$ cat src/rtl/agc_gain_controller_if.sv
// agc_gain_controller_if
//   Bundles the AGC loop signals between the ADC magnitude path / mapping
//   table side (master) and the gain controller (slave).
//   Optional feature macro: AGC_MANUAL_OVERRIDE_EN adds manual_en and manual_gain.
// Signals
//   enable        loop enable (master -> slave)
//   sample_valid  qualifies sample_mag (master -> slave)
//   sample_mag    unsigned sample magnitude, MAG_W bits (master -> slave)
//   gain_array    6-bit gain index (slave -> master)
//   gain_update   one-cycle pulse when gain_array changes (slave -> master)
//   locked        loop converged (slave -> master)
//   gain_sat      gain_array at 0 or MAX_GAIN (slave -> master)
//   manual_en     manual gain override request (master -> slave, optional)
//   manual_gain   manual gain index (master -> slave, optional)
interface agc_gain_controller_if #(
    parameter int MAG_W = 8
);
    logic             enable;
    logic             sample_valid;
    logic [MAG_W-1:0] sample_mag;
    logic [5:0]       gain_array;
    logic             gain_update;
    logic             locked;
    logic             gain_sat;
`ifdef AGC_MANUAL_OVERRIDE_EN
    logic             manual_en;
    logic [5:0]       manual_gain;
`endif

    modport master (
        output enable, sample_valid, sample_mag,
`ifdef AGC_MANUAL_OVERRIDE_EN
        output manual_en, manual_gain,
`endif
        input  gain_array, gain_update, locked, gain_sat
    );

    modport slave (
        input  enable, sample_valid, sample_mag,
`ifdef AGC_MANUAL_OVERRIDE_EN
        input  manual_en, manual_gain,
`endif
        output gain_array, gain_update, locked, gain_sat
    );
endinterface

$ cat src/rtl/agc_gain_controller.sv
// agc_gain_controller
//   Closed-loop AGC sequencer. After every gain change it waits SETTLE_CYC
//   clocks for the VGA to settle, measures the peak magnitude over WIN_LEN
//   valid samples, then steps the gain index down (loud / saturated), up
//   (quiet) or counts towards lock (in range).
//   Optional feature macro: AGC_MANUAL_OVERRIDE_EN (manual gain override).
// Ports
//   clk   sole clock, rising edge
//   rst   synchronous active-high reset
//   bus   agc_gain_controller_if.slave: enable, sample_valid, sample_mag in;
//         gain_array, gain_update, locked, gain_sat out
module agc_gain_controller #(
    parameter int MAG_W       = 8,
    parameter int MAX_GAIN    = 38,
    parameter int INIT_GAIN   = 38,
    parameter int WIN_LEN     = 16,
    parameter int SETTLE_CYC  = 8,
    parameter int HI_THR      = 200,
    parameter int LO_THR      = 100,
    parameter int COARSE_STEP = 4,
    parameter int LOCK_COUNT  = 4
) (
    input logic                   clk,
    input logic                   rst,
    agc_gain_controller_if.slave  bus
);

    typedef enum logic [1:0] {
        IDLE,
        SETTLE,
        MEASURE,
        DECIDE
    } state_t;

    // One counter serves both the settle delay and the window sample count.
    localparam int CNT_MAX = (SETTLE_CYC > WIN_LEN) ? SETTLE_CYC : WIN_LEN;
    localparam int CNT_W   = $clog2(CNT_MAX + 1);
    localparam int LOCK_W  = $clog2(LOCK_COUNT + 1);

    localparam logic [5:0]       GAIN_MAX    = 6'(MAX_GAIN);
    // An out-of-range INIT_GAIN is pulled back to the legal ceiling.
    localparam logic [5:0]       GAIN_INIT   = (INIT_GAIN > MAX_GAIN) ? 6'(MAX_GAIN) : 6'(INIT_GAIN);
    localparam logic [5:0]       GAIN_COARSE = 6'(COARSE_STEP);
    localparam logic [MAG_W-1:0] MAG_FULL    = '1;
    localparam logic [MAG_W-1:0] MAG_HI      = MAG_W'(HI_THR);
    localparam logic [MAG_W-1:0] MAG_LO      = MAG_W'(LO_THR);
    localparam logic [CNT_W-1:0] SETTLE_LAST = CNT_W'(SETTLE_CYC - 1);
    localparam logic [CNT_W-1:0] WIN_LAST    = CNT_W'(WIN_LEN - 1);
    localparam logic [LOCK_W-1:0] LOCK_FULL  = LOCK_W'(LOCK_COUNT);

    state_t             state, state_n;
    logic [CNT_W-1:0]   cnt, cnt_n;
    logic [MAG_W-1:0]   peak, peak_n;
    logic [5:0]         gain, gain_n;
    logic [LOCK_W-1:0]  lock_cnt, lock_cnt_n;
    logic               locked_q, locked_n;
    logic               update_q;
    logic               out_of_range;

    // NOTE: every signal written here gets a default first, so no path can
    // leave one unassigned and infer a latch.
    always_comb begin
        state_n      = state;
        cnt_n        = cnt;
        peak_n       = peak;
        gain_n       = gain;
        lock_cnt_n   = lock_cnt;
        locked_n     = locked_q;
        out_of_range = 1'b0;

        case (state)
            IDLE: begin
                cnt_n  = '0;
                peak_n = '0;
                if (bus.enable) begin
                    state_n = SETTLE;
                end
            end

            SETTLE: begin
                // Samples are ignored while the VGA settles.
                if (cnt == SETTLE_LAST) begin
                    cnt_n   = '0;
                    peak_n  = '0;
                    state_n = MEASURE;
                end else begin
                    cnt_n = cnt + 1'b1;
                end
            end

            MEASURE: begin
                // Invalid cycles simply stretch the window.
                if (bus.sample_valid) begin
                    if (bus.sample_mag > peak) begin
                        peak_n = bus.sample_mag;
                    end
                    if (cnt == WIN_LAST) begin
                        cnt_n   = '0;
                        state_n = DECIDE;
                    end else begin
                        cnt_n = cnt + 1'b1;
                    end
                end
            end

            DECIDE: begin
                cnt_n  = '0;
                peak_n = '0;
                if (peak == MAG_FULL) begin
                    out_of_range = 1'b1;
                    gain_n       = (gain >= GAIN_COARSE) ? (gain - GAIN_COARSE) : 6'd0;
                end else if (peak > MAG_HI) begin
                    out_of_range = 1'b1;
                    gain_n       = (gain != 6'd0) ? (gain - 6'd1) : 6'd0;
                end else if (peak < MAG_LO) begin
                    out_of_range = 1'b1;
                    gain_n       = (gain < GAIN_MAX) ? (gain + 6'd1) : GAIN_MAX;
                end else begin
                    lock_cnt_n = (lock_cnt == LOCK_FULL) ? lock_cnt : (lock_cnt + 1'b1);
                    locked_n   = locked_q | (lock_cnt_n == LOCK_FULL);
                end

                if (out_of_range) begin
                    lock_cnt_n = '0;
                    locked_n   = 1'b0;
                end

                // A clamp that leaves the gain unchanged needs no settling.
                state_n = (gain_n != gain) ? SETTLE : MEASURE;
            end

            default: state_n = IDLE;
        endcase

        // Disable wins over any same-cycle decision: discard the window, hold gain.
        if (!bus.enable) begin
            state_n    = IDLE;
            cnt_n      = '0;
            peak_n     = '0;
            gain_n     = gain;
            lock_cnt_n = '0;
            locked_n   = 1'b0;
        end

`ifdef AGC_MANUAL_OVERRIDE_EN
        // Manual override parks the loop in IDLE and tracks the clamped request.
        if (bus.manual_en) begin
            state_n    = IDLE;
            cnt_n      = '0;
            peak_n     = '0;
            gain_n     = (bus.manual_gain > GAIN_MAX) ? GAIN_MAX : bus.manual_gain;
            lock_cnt_n = '0;
            locked_n   = 1'b0;
        end
`endif
    end

    // NOTE: sequential state uses non-blocking assignments so every register
    // samples the pre-edge values regardless of statement order.
    always_ff @(posedge clk) begin
        if (rst) begin
            state    <= IDLE;
            cnt      <= '0;
            peak     <= '0;
            gain     <= GAIN_INIT;
            update_q <= 1'b0;
            lock_cnt <= '0;
            locked_q <= 1'b0;
        end else begin
            state    <= state_n;
            cnt      <= cnt_n;
            peak     <= peak_n;
            gain     <= gain_n;
            update_q <= (gain_n != gain);
            lock_cnt <= lock_cnt_n;
            locked_q <= locked_n;
        end
    end

    assign bus.gain_array  = gain;
    assign bus.gain_update = update_q;
    assign bus.locked      = locked_q;
    assign bus.gain_sat    = (gain == 6'd0) || (gain == GAIN_MAX);

endmodule

$ cat src/flat_wrapper.sv
// flat-port wrapper written by rule: the top's interface ports become plain ports
module agc_gain_controller_flat 
#(
    parameter int MAG_W       = 8,
    parameter int MAX_GAIN    = 38,
    parameter int INIT_GAIN   = 38,
    parameter int WIN_LEN     = 16,
    parameter int SETTLE_CYC  = 8,
    parameter int HI_THR      = 200,
    parameter int LO_THR      = 100,
    parameter int COARSE_STEP = 4,
    parameter int LOCK_COUNT  = 4
)
  (clk, rst, bus_enable, bus_sample_valid, bus_sample_mag, bus_gain_array, bus_gain_update, bus_locked, bus_gain_sat);
  agc_gain_controller_if #(.MAG_W(MAG_W)) bus_i ();
  input logic clk;
  input logic rst;
  input wire logic [$bits(bus_i.enable)-1:0] bus_enable;
  input wire logic [$bits(bus_i.sample_valid)-1:0] bus_sample_valid;
  input wire logic [$bits(bus_i.sample_mag)-1:0] bus_sample_mag;
  output wire logic [$bits(bus_i.gain_array)-1:0] bus_gain_array;
  output wire logic [$bits(bus_i.gain_update)-1:0] bus_gain_update;
  output wire logic [$bits(bus_i.locked)-1:0] bus_locked;
  output wire logic [$bits(bus_i.gain_sat)-1:0] bus_gain_sat;
  assign bus_i.enable = bus_enable;
  assign bus_i.sample_valid = bus_sample_valid;
  assign bus_i.sample_mag = bus_sample_mag;
  assign bus_gain_array = bus_i.gain_array;
  assign bus_gain_update = bus_i.gain_update;
  assign bus_locked = bus_i.locked;
  assign bus_gain_sat = bus_i.gain_sat;
  agc_gain_controller #(.MAG_W(MAG_W), .MAX_GAIN(MAX_GAIN), .INIT_GAIN(INIT_GAIN), .WIN_LEN(WIN_LEN), .SETTLE_CYC(SETTLE_CYC), .HI_THR(HI_THR), .LO_THR(LO_THR), .COARSE_STEP(COARSE_STEP), .LOCK_COUNT(LOCK_COUNT)) u_core (.clk(clk), .rst(rst), .bus(bus_i));
endmodule
$ cat config.mk
export PLATFORM = sky130hd
export DESIGN_NAME = agc_gain_controller_flat
export DESIGN_NICKNAME = d
export VERILOG_FILES = /design/src/rtl/agc_gain_controller_if.sv /design/src/rtl/agc_gain_controller.sv /design/src/flat_wrapper.sv
export SDC_FILE = /design/constraint.sdc
export NUM_CORES = 1
export LEC_CHECK = 0
export BUFFER_PORTS_ARGS = -buffer_cell sky130_fd_sc_hd__buf_2
export CORE_ASPECT_RATIO = 0.9
export CORE_UTILIZATION = 35
export CTS_BUF_LIST = sky130_fd_sc_hd__clkbuf_2
export CTS_CLUSTER_DIAMETER = 30
export DETAILED_ROUTE_END_ITERATION = 8
export PLACE_DENSITY = 0.5
export SYNTH_ARGS = -nofsm -noshare
export SYNTH_HDL_FRONTEND = slang
export SYNTH_SLANG_ARGS = --single-unit
$ cat constraint.sdc
create_clock -name clk -period 4.2 [get_ports clk]
set_input_delay 0.84 -clock clk [delete_from_list [all_inputs] [get_ports clk]]
set_output_delay 0.84 -clock clk [all_outputs]
set_load 0.01 [all_outputs]
==> results.tsv, run 1 <==
stage	metric	value	unit
run_status	status	finished clean	
setup_path	reg2reg end	u_core.state[0]	
synth	Post-synth EDFFs	0	
global_routing	pin count of the biggest net entering global routing	17	
sta	worst hold slack	0.490	ns
place	dpl cell area	2210	sq um
finish	most frequent cells in the layout	26 x dfxtp_1, 20 x inv_1, 20 x nand2_1, 20 x nor2_1, 20 x buf_2	
setup_path	element type at the critical path end	flip-flop	
sta	Hold Fails Final Rpt	0	
clocking	post_cts resized	0	
sta	max-slew violation count	0	
synth	library cells used by synthesis	62	
clocking	Hold-fix buffers, CTS	0	
pwr	sw frac	23.6	%
route	post-DR vias/cell	5.86	
synth	top_reg_cell synth	dfxtp_1	
min_path	worst hold path type	flip-flop to flip-flop	
finish	Finished Layout Cells	345	
setup_path	CP startpoint kind	flip-flop	
setup_path	Crit-path slowest cell	dfxtp_1	
route	total iterations of the first detailed-routing run	4	
sta	Worst slew margin	60.2	%
setup_path	Critical Path RT	4.51	ns
global_routing	GRT Resource Usage Total	17.6	%
die	die area	6200	sq um
synth	syn_nets	293	
finish	Post-Layout Inst Area	2250	sq um
finish	Area Growth Syn to Fin	9.30	%
synth	Post-Syn Area	2060	sq um
clocking	H-tree depth	1	
die	Die W	82.9	um
setup_path	Crit Path Max Fanout	15	
synth	Syn Area/Cell	7.86	sq um
global_routing	total gr overflow	0	
setup_path	WP data arrival	3.43	ns
global_routing	vias in the first global route	1754	
setup_path	CP bufs+invs	1	
route	# DRC	0	
clocking	Worst-path clk slew	0.27	ns
finish	post-layout util	39.8	%
sta	fin crit period	3.12	ns
route	final wirelength	5300	um
min_path	worst hold stages	2	
synth	#FFs+latches synth	26	
synth	Seq/Total Area, Yosys	25.3	%
sta	Clock Skew	0.00687	ns
sta	final setup fails	0	
sta	Fmax	321	MHz
die	num ports	21	
sta	Final period util	74.2	%
setup_path	Critical Path Max Stage Delay	0.70	ns
clocking	TritonCTS Sinks	26	
pwr	Lkg Pwr	0.864	nW
global_routing	first-pass GRT wire length	8840	um
clocking	CTS tree	done	
setup_path	reg-to-reg slack, setup	1.08	ns
synth	synth warn	0	
setup_path	CP Class	flip-flop to flip-flop	
job	max cap viols	0	
route	DRT iter0 DRCs	148	
route	ANT nets after route	0	
finish	most common cell after layout, fill and taps aside	dfxtp_1	
clocking	Skew-Pair Late Insertion Delay	0.37	ns
pwr	Power Internal	0.348	mW
place	number of port buffers	20	
die	die height	74.8	um
place	HPWL after detailed placement	3840	um
clocking	Clock Path Buffers	2	
route	Via Count	2021	
die	Starting Density	36.4	%
clocking	root buffer cell	clkbuf_2	
finish	Fillers	602	
finish	layout cell share with drive strength beyond 1	13.5	%
route	WL/cell	15.4	um
clocking	CTS buffer count	3	
sta	Worst Tran Pin Value	0.592	ns
setup_path	Reg2Reg Depth	9	
die	Core Box Area	5660	sq um
sta	Final TNS setup	0	ns
setup_path	Levels on crit path	9	
synth	post-synthesis async set-or-reset flop share	0	%
pwr	Peak supply drop	0.0000925	V
global_routing	initial antenna violation count	0	
setup_path	crit-path cells	inv_1, ha_1, a211oi_1, nor4_1, o32ai_1, a222oi_1, a2111oi_2, o211ai_2, and3_1	
finish	final net count	307	
setup_path	r2r startpoint	u_core.bus.gain_array[3]	
sta	RSZ-0062 raised after global routing	no	
clocking	Setup Buffers After CTS	0	
setup_path	Critical path destination	u_core.state[0]	
pwr	Clk network pwr share	36.4	%
pwr	combinational fraction of design power	8.1	%
synth	Syn Inst Count	262	
pwr	Seq pwr share	55.5	%
finish	# diodes	0	
setup_path	CP top delay family	compound AO/OA/AOI/OAI gates	
place	routability cong.	0.863	
setup_path	Critical path origin	u_core.bus.gain_array[3]	
place	placed cell count	341	
die	FP Rows	26	
pwr	Net Switching	0.108	mW
pwr	Power Dens Cells	202	nW/um^2
[power by group through the flow]
stage	sequential, mW	clock [mW]	combinational, mW
finish	0.253	0.165	0.0371
floorplan	0.256	0	0.0235
global route	0.254	0.181	0.0425
CTS	0.253	0.176	0.0375
detailed placement	0.257	0	0.0373
global placement	0.257	0	0.0374
[cell families after synthesis]
family / synth area share (%)
AOI/OAI and AO/OA: 31.9
xor gates and xnor gates: 2.55
adders and majority gates: 11.5
buffers and inverters: 6.01
DFF: 25.3
muxes: 1.03
and+or+nand+nor: 21.7
[registers in the layout (all words and copies together), names as in the netlist]
name	count
u_core.lock_cnt	3
u_core.bus.gain_update	1
u_core.peak	8
u_core.state	2
u_core.cnt	5
u_core.bus.gain_array	6
u_core.bus.locked	1
[per-layer routing]
metal	vias up	global-route usage, %	wire, um
met4	0	4.21	57
met1	926	24.4	2690
met3	6	3.07	299
li1	1014	-	-
met2	75	28.8	2260
met5	-	0	0
[area by class of cell]
class / instances / area, sq um / area share (%)
multi-input combinational: 204 / 1420 / 62.9
sequential: 26 / 520 / 23.1
timing repair buffer: 21 / 108 / 4.78
tap: 70 / 87.6 / 3.89
inverter: 20 / 75.1 / 3.34
clock inverter: 1 / 30.0 / 1.33
clock buffer: 3 / 15.0 / 0.667
[worst min-delay path by stage]
stage	to	startpoint
after global placement	u_core.lock_cnt[1]	u_core.lock_cnt[1]
after global routing	u_core.lock_cnt[1]	u_core.lock_cnt[1]
after floorplan	u_core.lock_cnt[1]	u_core.lock_cnt[1]
final	u_core.lock_cnt[1]	u_core.lock_cnt[1]
after detailed placement	u_core.lock_cnt[1]	u_core.lock_cnt[1]
after CTS	u_core.lock_cnt[1]	u_core.lock_cnt[1]
[synth_stat cells, types with 2 or more instances]
cell	count	share of area [%]
clkbuf_1	8	1.5
nor2b_1	4	1.2
a22oi_1	2	0.73
inv_1	20	3.6
a211oi_1	4	1.5
a211o_1	2	0.85
dfxtp_1	26	25
nand3_1	7	1.7
o21ai_0	16	3.9
a21oi_1	11	2.7
nand2b_1	3	0.91
nor2_1	20	3.6
a31oi_1	5	1.5
o211ai_1	3	1.1
xnor2_1	5	2.1
o21a_1	6	2.2
o22ai_1	3	0.91
o311a_1	2	0.97
and3_1	3	0.91
nor3_1	13	3.2
buf_2	3	0.73
nand2_1	20	3.6
o221ai_1	2	0.85
nor4_1	2	0.61
ha_1	19	12
o2bb2ai_1	2	0.85
or2_2	3	0.91
a221o_1	2	0.97
nand4_1	5	1.5
o31ai_1	2	0.73
a22o_1	8	3.4
[metrics by stage]
| stage | power [mW] | setup slack (ns) |
|---|---|---|
| floorplan | 0.279 | 1.38 |
| global placement | 0.294 | 1.20 |
| detailed placement | 0.294 | 1.12 |
| CTS | 0.466 | 1.11 |
| global route | 0.477 | 0.756 |
| finish | 0.455 | 1.08 |
[tightest hold or removal path, stage by stage, from the launching register on]
cell and delay [ns]:
dfxtp_1 0.39, nand2_1 0.06, a21oi_1 0.05
No activity file was read; power rests on OpenSTA's default activity.
==> run 2: changes to the inputs <==
clock period = 3.07 ns   (was 4.2 ns; I/O delays follow)
==> run 2 against run 1 <==
Die area stayed put; cell count is 2.0% higher; combinational power is 42% higher; routed wire length is 3.9% higher; sequential cell count stayed put; critical endpoint unchanged.
==> results.tsv, run 2 (same netlist as run 1, synthesis figures left out) <==
stage	metric	value	unit
pwr	Peak supply drop	0.000118	V
setup_path	crit-path cells	inv_1, ha_1, or4bb_1, o211ai_1, o21a_1, a222oi_1, a2111oi_2, o211ai_2, and3_1	
setup_path	reg-to-reg slack, setup	0.36	ns
finish	final net count	315	
clocking	CTS buffer count	3	
setup_path	element type at the critical path end	flip-flop	
sta	worst hold slack	0.471	ns
setup_path	Crit Path Max Fanout	9	
clocking	TritonCTS Sinks	26	
finish	post-layout util	40.3	%
global_routing	total gr overflow	0	
finish	register name with the most flops	u_core.peak	
setup_path	Crit-path slowest cell	or4bb_1	
run_status	status	finished clean	
clocking	Worst-path clk slew	0.29	ns
pwr	Power Dens Cells	235	nW/um^2
global_routing	initial antenna violation count	0	
setup_path	CP top delay family	compound AO/OA/AOI/OAI gates	
clocking	root buffer cell	clkbuf_2	
min_path	worst hold path type	input pin to flip-flop	
sta	Fmax	369	MHz
pwr	Overall Power	0.536	mW
clocking	Skew-Pair Late Insertion Delay	0.38	ns
clocking	post_cts resized	0	
global_routing	first-pass GRT wire length	8960	um
finish	Area Growth Syn to Fin	10.8	%
place	number of port buffers	20	
sta	Worst Tran Pin Value	0.591	ns
sta	Worst slew margin	60.3	%
global_routing	GRT Resource Usage Total	18.0	%
route	ANT nets after route	0	
route	DRT iter0 DRCs	140	
finish	max reg flops	8	
die	die area	6200	sq um
sta	RSZ-0062 raised after global routing	no	
route	post-DR vias/cell	5.80	
finish	layout cell share with drive strength beyond 1	15.6	%
clocking	Clock Path Buffers	2	
setup_path	CP Class	flip-flop to flip-flop	
sta	fin crit period	2.71	ns
setup_path	Critical Path Max Stage Delay	0.58	ns
setup_path	CP bufs+invs	1	
die	Die W	82.9	um
setup_path	CP startpoint kind	flip-flop	
die	Starting Density	36.4	%
sta	Final period util	88.3	%
route	WL/cell	15.6	um
route	final wirelength	5510	um
job	max cap viols	0	
setup_path	WP data arrival	3.04	ns
route	# DRC	0	
place	routability cong.	0.897	
pwr	Lkg Pwr	0.888	nW
sta	max-slew violation count	0	
route	Via Count	2041	
global_routing	pin count of the biggest net entering global routing	15	
die	num ports	21	
clocking	Setup Buffers After CTS	0	
sta	Clock Skew	0.0317	ns
finish	Fillers	606	
sta	Hold Fails Final Rpt	0	
sta	Final TNS setup	0	ns
setup_path	Critical Path RT	3.40	ns
die	Core Box Area	5660	sq um
finish	most frequent cells in the layout	26 x dfxtp_1, 20 x inv_1, 20 x nand2_1, 20 x nor2_1, 20 x buf_2	
route	total iterations of the first detailed-routing run	4	
global_routing	vias in the first global route	1803	
clocking	CTS tree	done	
finish	# diodes	0	
place	HPWL after detailed placement	4080	um
sta	final setup fails	0	
die	die height	74.8	um
die	FP Rows	26	
clocking	H-tree depth	1	
clocking	Hold-fix buffers, CTS	0	
finish	most common cell after layout, fill and taps aside	dfxtp_1	
run 2: final timing paths:
| path | endpoint | start | depth (start not counted) |
|---|---|---|---|
| worst max-delay path | u_core.state[0] | u_core.bus.gain_array[2] | 9 |
| worst min-delay path | u_core.peak[1] | bus_sample_mag[1] | 2 |
| worst max register to register | u_core.state[0] | u_core.bus.gain_array[2] | 9 |
| worst min register to register | u_core.lock_cnt[1] | u_core.lock_cnt[1] | 2 |
run 2: stage by stage:
step	area [sq um]	worst slack (ns)	std cells
6_report	2280	0.359	352
5_1_grt	2280	0.191	352
2_1_floorplan	2060	0.284	262
3_5_place_dp	2270	0.418	349
4_1_cts	2280	0.396	352
3_3_place_gp	2270	0.488	349
run 2: cell type report:
type | instances | area (sq um) | area share [%]
Tap cell | 70 | 87.6 | 3.84
Sequential cell | 26 | 520 | 22.8
Inverter | 20 | 75.1 | 3.29
Multi-Input combinational cell | 204 | 1420 | 62.0
Timing Repair Buffer | 29 | 168 | 7.35
Clock buffer | 3 | 15.0 | 0.658
run 2: worst reg2reg max path: stages (launching register included):
cell and delay, ns:
dfxtp_1 0.47, inv_1 0.10, ha_1 0.26, or4bb_1 0.58, o211ai_1 0.20, o21a_1 0.16, a222oi_1 0.09, a2111oi_2 0.49
o211ai_2 0.12, and3_1 0.19
run 2: report_power, final:
group / switching (mW) / internal, mW / leakage, nW
logic: 0.0295 / 0.0231 / 0.666
clock network: 0.112 / 0.0265 / 0.0125
registers: 0.00367 / 0.341 / 0.210
total: 0.145 / 0.391 / 0.888
run 2: routing by layer:
metal / vias to the layer above / wire length (um) / GRT usage, %
li1: 1022 / - / -
met1: 937 / 2740 / 24.6
met2: 72 / 2390 / 29.1
met3: 10 / 274 / 3.84
met4: 0 / 103 / 4.79
met5: - / 0 / 0
